--- src/rtl/hilo_div_ctrl_pkg.sv ---
// Shared encodings for the HI/LO divide sequencer: request opcodes and FSM states.
package hilo_div_ctrl_pkg;

  typedef logic [1:0] op_t;
  typedef logic [1:0] state_t;

  localparam op_t OP_DIV  = 2'b00;
  localparam op_t OP_DIVU = 2'b01;
  localparam op_t OP_MTHI = 2'b10;
  localparam op_t OP_MTLO = 2'b11;

  localparam state_t ST_IDLE  = 2'b00;
  localparam state_t ST_ISSUE = 2'b01;
  localparam state_t ST_WAIT  = 2'b10;
  localparam state_t ST_DRAIN = 2'b11;

  // Moves have bit 1 set; divides use bit 0 as the unsigned flag.
  function automatic logic op_is_move(input op_t op);
    return op[1];
  endfunction

endpackage

--- src/rtl/hilo_div_ctrl_if.sv ---
// Execute-stage request bus plus divider start/done bus; slave is the sequencer side.
interface hilo_div_ctrl_if #(
  parameter int DATA_BITS = 32
) ();
  import hilo_div_ctrl_pkg::*;

  logic                 req_valid;
  logic                 req_ready;
  op_t                  req_op;
  logic [DATA_BITS-1:0] req_a;
  logic [DATA_BITS-1:0] req_b;
  logic                 cancel;
  logic                 busy;
  logic                 res_valid;
  logic                 dbz;
  logic [DATA_BITS-1:0] hi;
  logic [DATA_BITS-1:0] lo;

  logic                 div_en;
  logic                 div_sign;
  logic [DATA_BITS-1:0] div_dividend;
  logic [DATA_BITS-1:0] div_divisor;
  logic                 div_done;
  logic [DATA_BITS-1:0] div_quotient;
  logic [DATA_BITS-1:0] div_remainder;

  modport master (
    output req_valid, req_op, req_a, req_b, cancel,
    input  req_ready, busy, res_valid, dbz, hi, lo,
    input  div_en, div_sign, div_dividend, div_divisor,
    output div_done, div_quotient, div_remainder
  );

  modport slave (
    input  req_valid, req_op, req_a, req_b, cancel,
    output req_ready, busy, res_valid, dbz, hi, lo,
    output div_en, div_sign, div_dividend, div_divisor,
    input  div_done, div_quotient, div_remainder
  );

endinterface

--- src/rtl/hilo_div_ctrl.sv ---
// Divide/move sequencer owning HI/LO: divides commit DATA_BITS+3 cycles after accept,
// moves and divide-by-zero next cycle; req_ready drops while any divide is outstanding or on cancel.
module hilo_div_ctrl
  import hilo_div_ctrl_pkg::*;
#(
  parameter int DATA_BITS = 32
) (
  input  logic             clk,
  input  logic             rst,
  hilo_div_ctrl_if.slave   bus
);

  state_t               state;
  logic [DATA_BITS-1:0] hi_q;
  logic [DATA_BITS-1:0] lo_q;
  logic [DATA_BITS-1:0] dividend_q;
  logic [DATA_BITS-1:0] divisor_q;
  logic                 sign_q;
  logic                 res_valid_q;
  logic                 dbz_q;
  logic                 ready;
  logic                 accept;

  assign ready  = (state == ST_IDLE) & ~bus.cancel;
  assign accept = bus.req_valid & ready;

  assign bus.req_ready    = ready;
  assign bus.busy         = (state != ST_IDLE);
  assign bus.res_valid    = res_valid_q;
  assign bus.dbz          = dbz_q;
  assign bus.hi           = hi_q;
  assign bus.lo           = lo_q;
  // Start is combinational so a flush in ISSUE suppresses it in the same cycle.
  assign bus.div_en       = (state == ST_ISSUE) & ~bus.cancel;
  assign bus.div_sign     = sign_q;
  assign bus.div_dividend = dividend_q;
  assign bus.div_divisor  = divisor_q;

  always_ff @(posedge clk or posedge rst) begin
    if (rst) begin
      state       <= ST_IDLE;
      hi_q        <= '0;
      lo_q        <= '0;
      dividend_q  <= '0;
      divisor_q   <= '0;
      sign_q      <= 1'b0;
      res_valid_q <= 1'b0;
      dbz_q       <= 1'b0;
    end else begin
      res_valid_q <= 1'b0;
      dbz_q       <= 1'b0;
      case (state)
        ST_IDLE: begin
          if (accept) begin
            if (op_is_move(bus.req_op)) begin
              if (bus.req_op == OP_MTHI) hi_q <= bus.req_a;
              else                       lo_q <= bus.req_a;
            end else if (bus.req_b == '0) begin
              hi_q        <= bus.req_a;
              lo_q        <= '1;
              res_valid_q <= 1'b1;
              dbz_q       <= 1'b1;
            end else begin
              dividend_q <= bus.req_a;
              divisor_q  <= bus.req_b;
              sign_q     <= ~bus.req_op[0];
              state      <= ST_ISSUE;
            end
          end
        end
        ST_ISSUE: begin
          state <= bus.cancel ? ST_IDLE : ST_WAIT;
        end
        ST_WAIT: begin
          if (bus.div_done) begin
            // A flush landing on the completion cycle still discards the result.
            if (!bus.cancel) begin
              hi_q        <= bus.div_remainder;
              lo_q        <= bus.div_quotient;
              res_valid_q <= 1'b1;
            end
            state <= ST_IDLE;
          end else if (bus.cancel) begin
            state <= ST_DRAIN;
          end
        end
        ST_DRAIN: begin
          // The divider cannot be aborted, so wait out its completion.
          if (bus.div_done) state <= ST_IDLE;
        end
        default: state <= ST_IDLE;
      endcase
    end
  end

endmodule
--- src/flat_wrapper.sv ---
// flat-port wrapper written by rule: the top's interface ports become plain ports
module hilo_div_ctrl_flat import hilo_div_ctrl_pkg::*;
#(
  parameter int DATA_BITS = 32
)
  (clk, rst, bus_req_valid, bus_req_op, bus_req_a, bus_req_b, bus_cancel, bus_req_ready, bus_busy, bus_res_valid, bus_dbz, bus_hi, bus_lo, bus_div_en, bus_div_sign, bus_div_dividend, bus_div_divisor, bus_div_done, bus_div_quotient, bus_div_remainder);
  hilo_div_ctrl_if #(.DATA_BITS(DATA_BITS)) bus_i ();
  input  logic clk;
  input  logic rst;
  input wire logic [$bits(bus_i.req_valid)-1:0] bus_req_valid;
  input wire logic [$bits(bus_i.req_op)-1:0] bus_req_op;
  input wire logic [$bits(bus_i.req_a)-1:0] bus_req_a;
  input wire logic [$bits(bus_i.req_b)-1:0] bus_req_b;
  input wire logic [$bits(bus_i.cancel)-1:0] bus_cancel;
  output wire logic [$bits(bus_i.req_ready)-1:0] bus_req_ready;
  output wire logic [$bits(bus_i.busy)-1:0] bus_busy;
  output wire logic [$bits(bus_i.res_valid)-1:0] bus_res_valid;
  output wire logic [$bits(bus_i.dbz)-1:0] bus_dbz;
  output wire logic [$bits(bus_i.hi)-1:0] bus_hi;
  output wire logic [$bits(bus_i.lo)-1:0] bus_lo;
  output wire logic [$bits(bus_i.div_en)-1:0] bus_div_en;
  output wire logic [$bits(bus_i.div_sign)-1:0] bus_div_sign;
  output wire logic [$bits(bus_i.div_dividend)-1:0] bus_div_dividend;
  output wire logic [$bits(bus_i.div_divisor)-1:0] bus_div_divisor;
  input wire logic [$bits(bus_i.div_done)-1:0] bus_div_done;
  input wire logic [$bits(bus_i.div_quotient)-1:0] bus_div_quotient;
  input wire logic [$bits(bus_i.div_remainder)-1:0] bus_div_remainder;
  assign bus_i.req_valid = bus_req_valid;
  assign bus_i.req_op = bus_req_op;
  assign bus_i.req_a = bus_req_a;
  assign bus_i.req_b = bus_req_b;
  assign bus_i.cancel = bus_cancel;
  assign bus_req_ready = bus_i.req_ready;
  assign bus_busy = bus_i.busy;
  assign bus_res_valid = bus_i.res_valid;
  assign bus_dbz = bus_i.dbz;
  assign bus_hi = bus_i.hi;
  assign bus_lo = bus_i.lo;
  assign bus_div_en = bus_i.div_en;
  assign bus_div_sign = bus_i.div_sign;
  assign bus_div_dividend = bus_i.div_dividend;
  assign bus_div_divisor = bus_i.div_divisor;
  assign bus_i.div_done = bus_div_done;
  assign bus_i.div_quotient = bus_div_quotient;
  assign bus_i.div_remainder = bus_div_remainder;
  hilo_div_ctrl #(.DATA_BITS(DATA_BITS)) u_core (.clk(clk), .rst(rst), .bus(bus_i));
endmodule
--- config.mk ---
export PLATFORM = sky130hd
export DESIGN_NAME = hilo_div_ctrl_flat
export DESIGN_NICKNAME = d
export VERILOG_FILES = /design/src/rtl/hilo_div_ctrl_pkg.sv /design/src/rtl/hilo_div_ctrl_if.sv /design/src/rtl/hilo_div_ctrl.sv /design/src/flat_wrapper.sv
export SDC_FILE = /design/constraint.sdc
export NUM_CORES = 1
export LEC_CHECK = 0
export CORE_MARGIN = 2
export CORE_UTILIZATION = 40
export DETAILED_ROUTE_END_ITERATION = 7
export PLACE_DENSITY_LB_ADDON = 0.1
export SLEW_MARGIN = 20
export SYNTH_ARGS = -nofsm -noshare
export SYNTH_HDL_FRONTEND = slang
export SYNTH_SLANG_ARGS = --single-unit
--- constraint.sdc ---
create_clock -name clk -period 8.45 [get_ports clk]
set_input_delay 0.845 -clock clk [delete_from_list [all_inputs] [get_ports clk]]
set_output_delay 0.845 -clock clk [all_outputs]
set_load 0.005 [all_outputs]
==> qor.yml, run 1 <==
critical_path_required_ns: 8.75
startpoint: "bus_req_op[1]"
cp_cell_sequence: "buf_2 > inv_1 > o311ai_4 > buf_4 > mux2_2"
cp-end-kind: "flip-flop"
yosysTopAreaCellShare_pct: 53.7
synth_ff_type: "dfrtp_1"
clock_skew_ns: 0.00590
crit_arrival_ns: 3.59
grt_max_degree: 97
syn_inst: 490
path_max_fanout: 34
post-route-min-period_ns: 3.29
drv_cap: 0
antenna_found_initial: 0
crit_path_start_kind: "primary input"
synth.cell_area_sq_um: 6200
cts_buffers: 17
grt_pass1_vias: 4909
fmax_ghz: 0.304
area_growth_pct: 55.0
vdd_drop_max_uv: 137
multi_input_area_sq_um: 2570
synth_edf_count: 0
synthArstFlopShare_pct: 100
grt_use_total_pct: 20.8
grt_overflow_total: 0
wl_mm: 16.9
die_h_microns: 129
wl_per_cell_microns: 17.7
fillers: 1220
via_per_inst: 4.93
path_depth: 5
drive_above_1_share_pct: 23.7
fin_util_pct: 63.2
ys_types: 28
root_buffer: "clkbuf_16"
mostFrequentLayoutCells: "clkdlybuf4s50_1 (267), dfrtp_1 (133), mux2_2 (68)"
die_area_sq_um: 16500
clock_sinks: 133
htreeDepth: 4
yosysWarnings: 0
final_common_cell: "clkdlybuf4s50_1"
critPathKind: "in -> reg"
cpMaxStageDelayCell: "o311ai_4"
antenna_cells: 0
worstMarginPinSlew_ns: 1.07
status: "finished clean"
p_per_area_nw_per_um2: 259
reg2reg_slack_ns: 5.69
hp-class: "reg -> reg"
drc: 0
fin_setup_tns_ns: 0
crit_family: "buffers and inverters"
synth_top_area_cell: "dfrtp_1"
hold-path-cell-count: 2
p_leak_nw: 4.29
hold_violations: 0
first_iter_violations: 175
cts_resized: 0
postCtsSetupBuffers: 0
gp_congestion: 0.789
ys_seq_area_share_pct: 53.7
dp.cells: 919
grt_pass1_wl_mm: 26.4
drv_slew: 0
layout.nets: 887
regArea_sq_um: 3330
io_pins: 269
cts.clk_slew.worst_paths_ns: 0.06
final_cells: 953
avgSynthCellArea_sq_um: 12.7
reg2reg_depth: 4
clock_path_buffers: 2
firstDrtPassIters: 4
worstReg2RegStart: "u_core.state[1]"
timing.rr.end: "u_core.bus.hi[28]"
ant_nets: 0
ys_seq_elements: 133
cts_tree: "done"
initial_core_util_pct: 40.8
setup_violations: 0
synth.net_count: 625
post-route-period-util_pct: 38.9
cp-endpoint: "u_core.bus.hi[28]"
slew_headroom_pct: 28.6
clock_latency_ns: 0.42
place.port_buffers: 268
rsz0062_at_grt: "no"
vias: 4694
ctsHoldBuffers: 0
die_x_microns: 129
crit_buf_inv: 3
dpl.hpwl_mm: 12.2
slowest_delay_ns: 0.98
synth_area_leaders: "dfrtp_1 (54%), mux2_4 (15%), mux2_2 (12%)"
core_sq_um: 15200
rows: 45
-- metrics by stage --
| step | setup WS [ns] | area [sq um] | hold slack, ns | total power, mW |
|---|---|---|---|---|
| finish | 5.16 | 9610 | 0.476 | 2.49 |
| global route | 5.03 | 9610 | 0.506 | 2.62 |
| CTS | 4.96 | 9560 | 0.482 | 2.52 |
| detailed placement | 4.53 | 8980 | 0.469 | 1.79 |
| global placement | 4.58 | 8980 | 0.461 | 1.78 |
| floorplan | 4.05 | 6200 | 0.473 | 1.26 |
-- how the worst min path moves through the flow --
stage,slack [ns],startpoint,endpoint
after CTS,0.48,u_core.bus.div_dividend[26],u_core.bus.div_dividend[26]
after detailed placement,0.47,u_core.bus.div_dividend[26],u_core.bus.div_dividend[26]
after floorplan,0.47,u_core.bus.div_dividend[0],u_core.bus.div_dividend[0]
after global routing,0.51,u_core.bus.div_dividend[11],u_core.bus.div_dividend[11]
after global placement,0.46,u_core.bus.div_dividend[31],u_core.bus.div_dividend[31]
final,0.48,u_core.bus.div_dividend[26],u_core.bus.div_dividend[26]
-- cell families after synthesis --
kind of cell    after synthesis  share of synthesized area (%)
mux                         129                           27.0
buf+inv                      68                           5.19
simple gates                 89                           6.76
flops                       133                           53.7
compound gates               71                           7.34
-- flip-flops by register name, indices dropped and copies added, names as in the netlist --
register and cells:
u_core.bus.div_dividend 32, u_core.bus.div_divisor 32, u_core.bus.hi 32, u_core.bus.lo 32, u_core.state 2, u_core.bus.dbz 1
u_core.bus.div_sign 1, u_core.bus.res_valid 1
-- area by class of cell --
class	instances	area share [%]
inverters	37	1.50
clock buffers	18	4.57
clock inverters	14	1.42
repair buffers	274	28.7
multi-input cells	289	26.7
well taps	188	2.45
flip-flops and latches	133	34.6
-- cells in the mapped netlist, types with 2 or more instances --
cell type and instances:
o21ai_0 28, nand2_1 36, inv_1 37, nand2b_1 2, mux2_4 60, a31oi_1 32
clkbuf_1 17, nor4_1 4, buf_2 5, nor4_2 4, dfrtp_1 133, o311ai_4 2
o21ai_1 6, nor2_1 36, buf_4 2, buf_6 7, mux2_2 68
-- worst min-delay path, stage by stage (launching register included) --
cell	delay, ns
dfrtp_1	0.33
nand2_1	0.05
o21ai_0	0.06
-- report_power, final --
| part | internal (mW) | switching (mW) |
|---|---|---|
| Clock | 0.438 | 0.276 |
| Combinational | 0.590 | 0.251 |
| Sequential | 0.829 | 0.108 |
-- routing by layer --
layer  routed length [microns]  share of wire [%]  vias up  GRT usage [%]
met5                         0                  0        -              0
met4                       369                2.2        0           8.06
met3                      1190                7.0       23           6.44
met2                      8320                 49      171           34.3
met1                      7030                 42     2287           25.7
li1                          -                  -     2213              -
Note: power is estimated with default switching activity, not from simulation.
==> run 2, diff against run 1 <==
Settings changed: CORE_UTILIZATION 40 to 39.
Clock period 8.45 ns to 2.84 ns, I/O delays scaled along.
==> run 2 against run 1 <==
  * Critical path depth grew 2
  * Worst hold slack got worse by 0.079 ns
  * Routed wire length rose by 1.8%
  * Global-route usage shrank 0.30 points
  * Sequential cell count stayed put
  * Highest routed layer unchanged
  * Via count grew 1.2%
  * Clock skew is 0.0010 ns lower
  * Power rose to 3.2 times the previous value
  * Critical path type unchanged
==> qor.yml, run 2 (same netlist as run 1, synthesis figures left out) <==
setup_violations: 0  # unchanged
gr-usage-met3_pct: 7.38  # +0.94 points
cts_buffers: 17  # unchanged
cp-end-kind: "flip-flop"
rsz0062_at_grt: "no"
whs_ns: 0.397  # -0.0789 ns
rows: 46  # +2.2%
path_max_fanout: 19  # -44%
firstDrtPassIters: 4  # unchanged
drc: 0  # unchanged
die_x_microns: 130  # +1.2%
p_per_area_nw_per_um2: 803  # +210%
status: "finished clean"
finalWorstSetupSlack_ns: 0.655  # -4.51 ns
crit_path_start_kind: "primary input"
fmax_ghz: 0.458
p_leak_nw: 4.36  # +1.7%
grt_pass1_wl_mm: 26.2  # -0.42%
dpl.hpwl_mm: 12.2  # +0.59%
grt_overflow_total: 0  # unchanged
drv_cap: 0  # unchanged
met2_usage_pct: 33.4  # -0.91 points
reg2reg_depth: 5  # +1
gp_congestion: 0.803  # +1.8%
drive_above_1_share_pct: 23.9  # +0.27 points
dp.cells: 953  # +3.7%
area_growth_pct: 57.9
ctsHoldBuffers: 0  # unchanged
place.port_buffers: 268  # unchanged
grt_max_degree: 134  # +38%
io_pins: 269  # unchanged
core_sq_um: 15700  # +3.4%
cts.clk_slew.worst_paths_ns: 0.06  # about the same
post-route-period-util_pct: 76.9
layout.nets: 891  # +0.45%
grt_pass1_vias: 4880  # -0.59%
hp-class: "in -> async"
wl_mm: 17.2  # +1.8%
cts_tree: "done"
gr-max-usage-layer: "met2"
initial_core_util_pct: 39.5  # -1.3 points
first_iter_violations: 163  # -6.9%
fin_setup_tns_ns: 0  # unchanged
final_common_cell: "clkdlybuf4s50_1"
power.total_mw: 7.87  # +220%
drv_slew: 0  # unchanged
critical_path_required_ns: 3.14  # -5.61 ns
cts_resized: 0  # unchanged
clock_sinks: 133  # unchanged
startpoint: "bus_req_b[0]"
mostFrequentLayoutCells: "clkdlybuf4s50_1 (268), dfrtp_1 (133), mux2_2 (68)"
grt_use_met1_pct: 24.9  # -0.75 points
clock_latency_ns: 0.42  # about the same
die_h_microns: 130  # +1.2%
ant_nets: 0  # unchanged
root_buffer: "clkbuf_16"
postCtsSetupBuffers: 0  # unchanged
worstMarginPinSlew_ns: 0.870  # -0.199 ns
wl_per_cell_microns: 17.4  # -1.7%
clock_path_buffers: 2  # unchanged
vias: 4749  # +1.2%
pre_cts_ws_ns: 0.213  # -4.31 ns
via_per_inst: 4.82  # -2.2%
vdd_drop_max_uv: 413  # +200%
post-route-min-period_ns: 2.18
crit_arrival_ns: 2.49  # -1.10 ns
antenna_found_initial: 1  # +1
final_cells: 986  # +3.5%
hold_violations: 0  # unchanged
die_area_sq_um: 16900  # +2.5%
worstReg2RegStart: "u_core.state[1]"
slew_headroom_pct: 42.0  # +13 points
reg2reg_slack_ns: 0.75  # -4.94 ns
critPathKind: "in -> reg"
clock_skew_ns: 0.00486  # -0.00103 ns
grt_use_total_pct: 20.5  # -0.30 points
cp-endpoint: "u_core.bus.hi[1]"
htreeDepth: 4  # unchanged
timing.rr.end: "u_core.bus.hi[27]"
==> run 2: cell types whose count changed in the layout (fill, tap and decap cells not counted) <==
cell / before / now
buf_2: 1 / 0
diode_2: 0 / 1
clkinv_2: 6 / 2
buf_12: 0 / 3
clkdlybuf4s50_1: 267 / 268
buf_4: 4 / 7
bufinv_16: 2 / 6
clkinvlp_4: 5 / 3
clkbuf_8: 1 / 3
buf_16: 2 / 0
==> run 2: how the worst min path moves through the flow <==
stage / start / endpoint / slack, ns / cells after the start
floorplan: bus_req_op[0] / u_core.bus.div_sign / 0.40 / 1
global placement: u_core.bus.div_dividend[8] / u_core.bus.div_dividend[8] / 0.46 / 2
detailed placement: u_core.bus.div_dividend[7] / u_core.bus.div_dividend[7] / 0.47 / 2
CTS: bus_req_a[2] / u_core.bus.div_dividend[2] / 0.46 / 3
global route: rst / u_core.bus.div_divisor[31] / 0.50 / 3
finish: rst / u_core.bus.div_divisor[24] / 0.40 / 3
==> run 2: per-stage QoR <==
step	utilization (%)	cell area [sq um]
floorplan	-	6200
global placement	57.9	9100
detailed placement	57.9	9100
CTS	62.3	9790
global route	62.3	9790
finish	62.3	9790
==> run 2: power breakdown <==
group / switching [mW] / internal (mW)
sequential: 0.331 / 2.47
combinational: 0.754 / 1.76
clock: 0.840 / 1.72
==> run 2: final cells by class <==
| type | instances | area (sq um) |
|---|---|---|
| multi-input combinational | 289 | 2570 |
| clock buffer | 20 | 467 |
| clock inverter | 12 | 223 |
| timing repair buffer | 278 | 2800 |
| inverter | 37 | 143 |
| antenna | 1 | 2.50 |
| sequential | 133 | 3330 |
| tap | 216 | 270 |
| fill | 1282 | 5920 |
==> run 2: critical path, stage by stage <==
cell	delay [ns]
clkdlybuf4s50_1	0.42
nor4_1	0.39
nand4_1	0.35
o21bai_4	0.28
o311ai_4	0.13
buf_4	0.28
mux2_4	0.33
==> run 2: per-layer routing <==
metal,vias up,wire length [microns],part of all wire (%)
met2,171,8290,48
met5,-,0,0
met4,0,308,1.8
met1,2318,7080,41
li1,2236,-,-
met3,24,1530,8.9
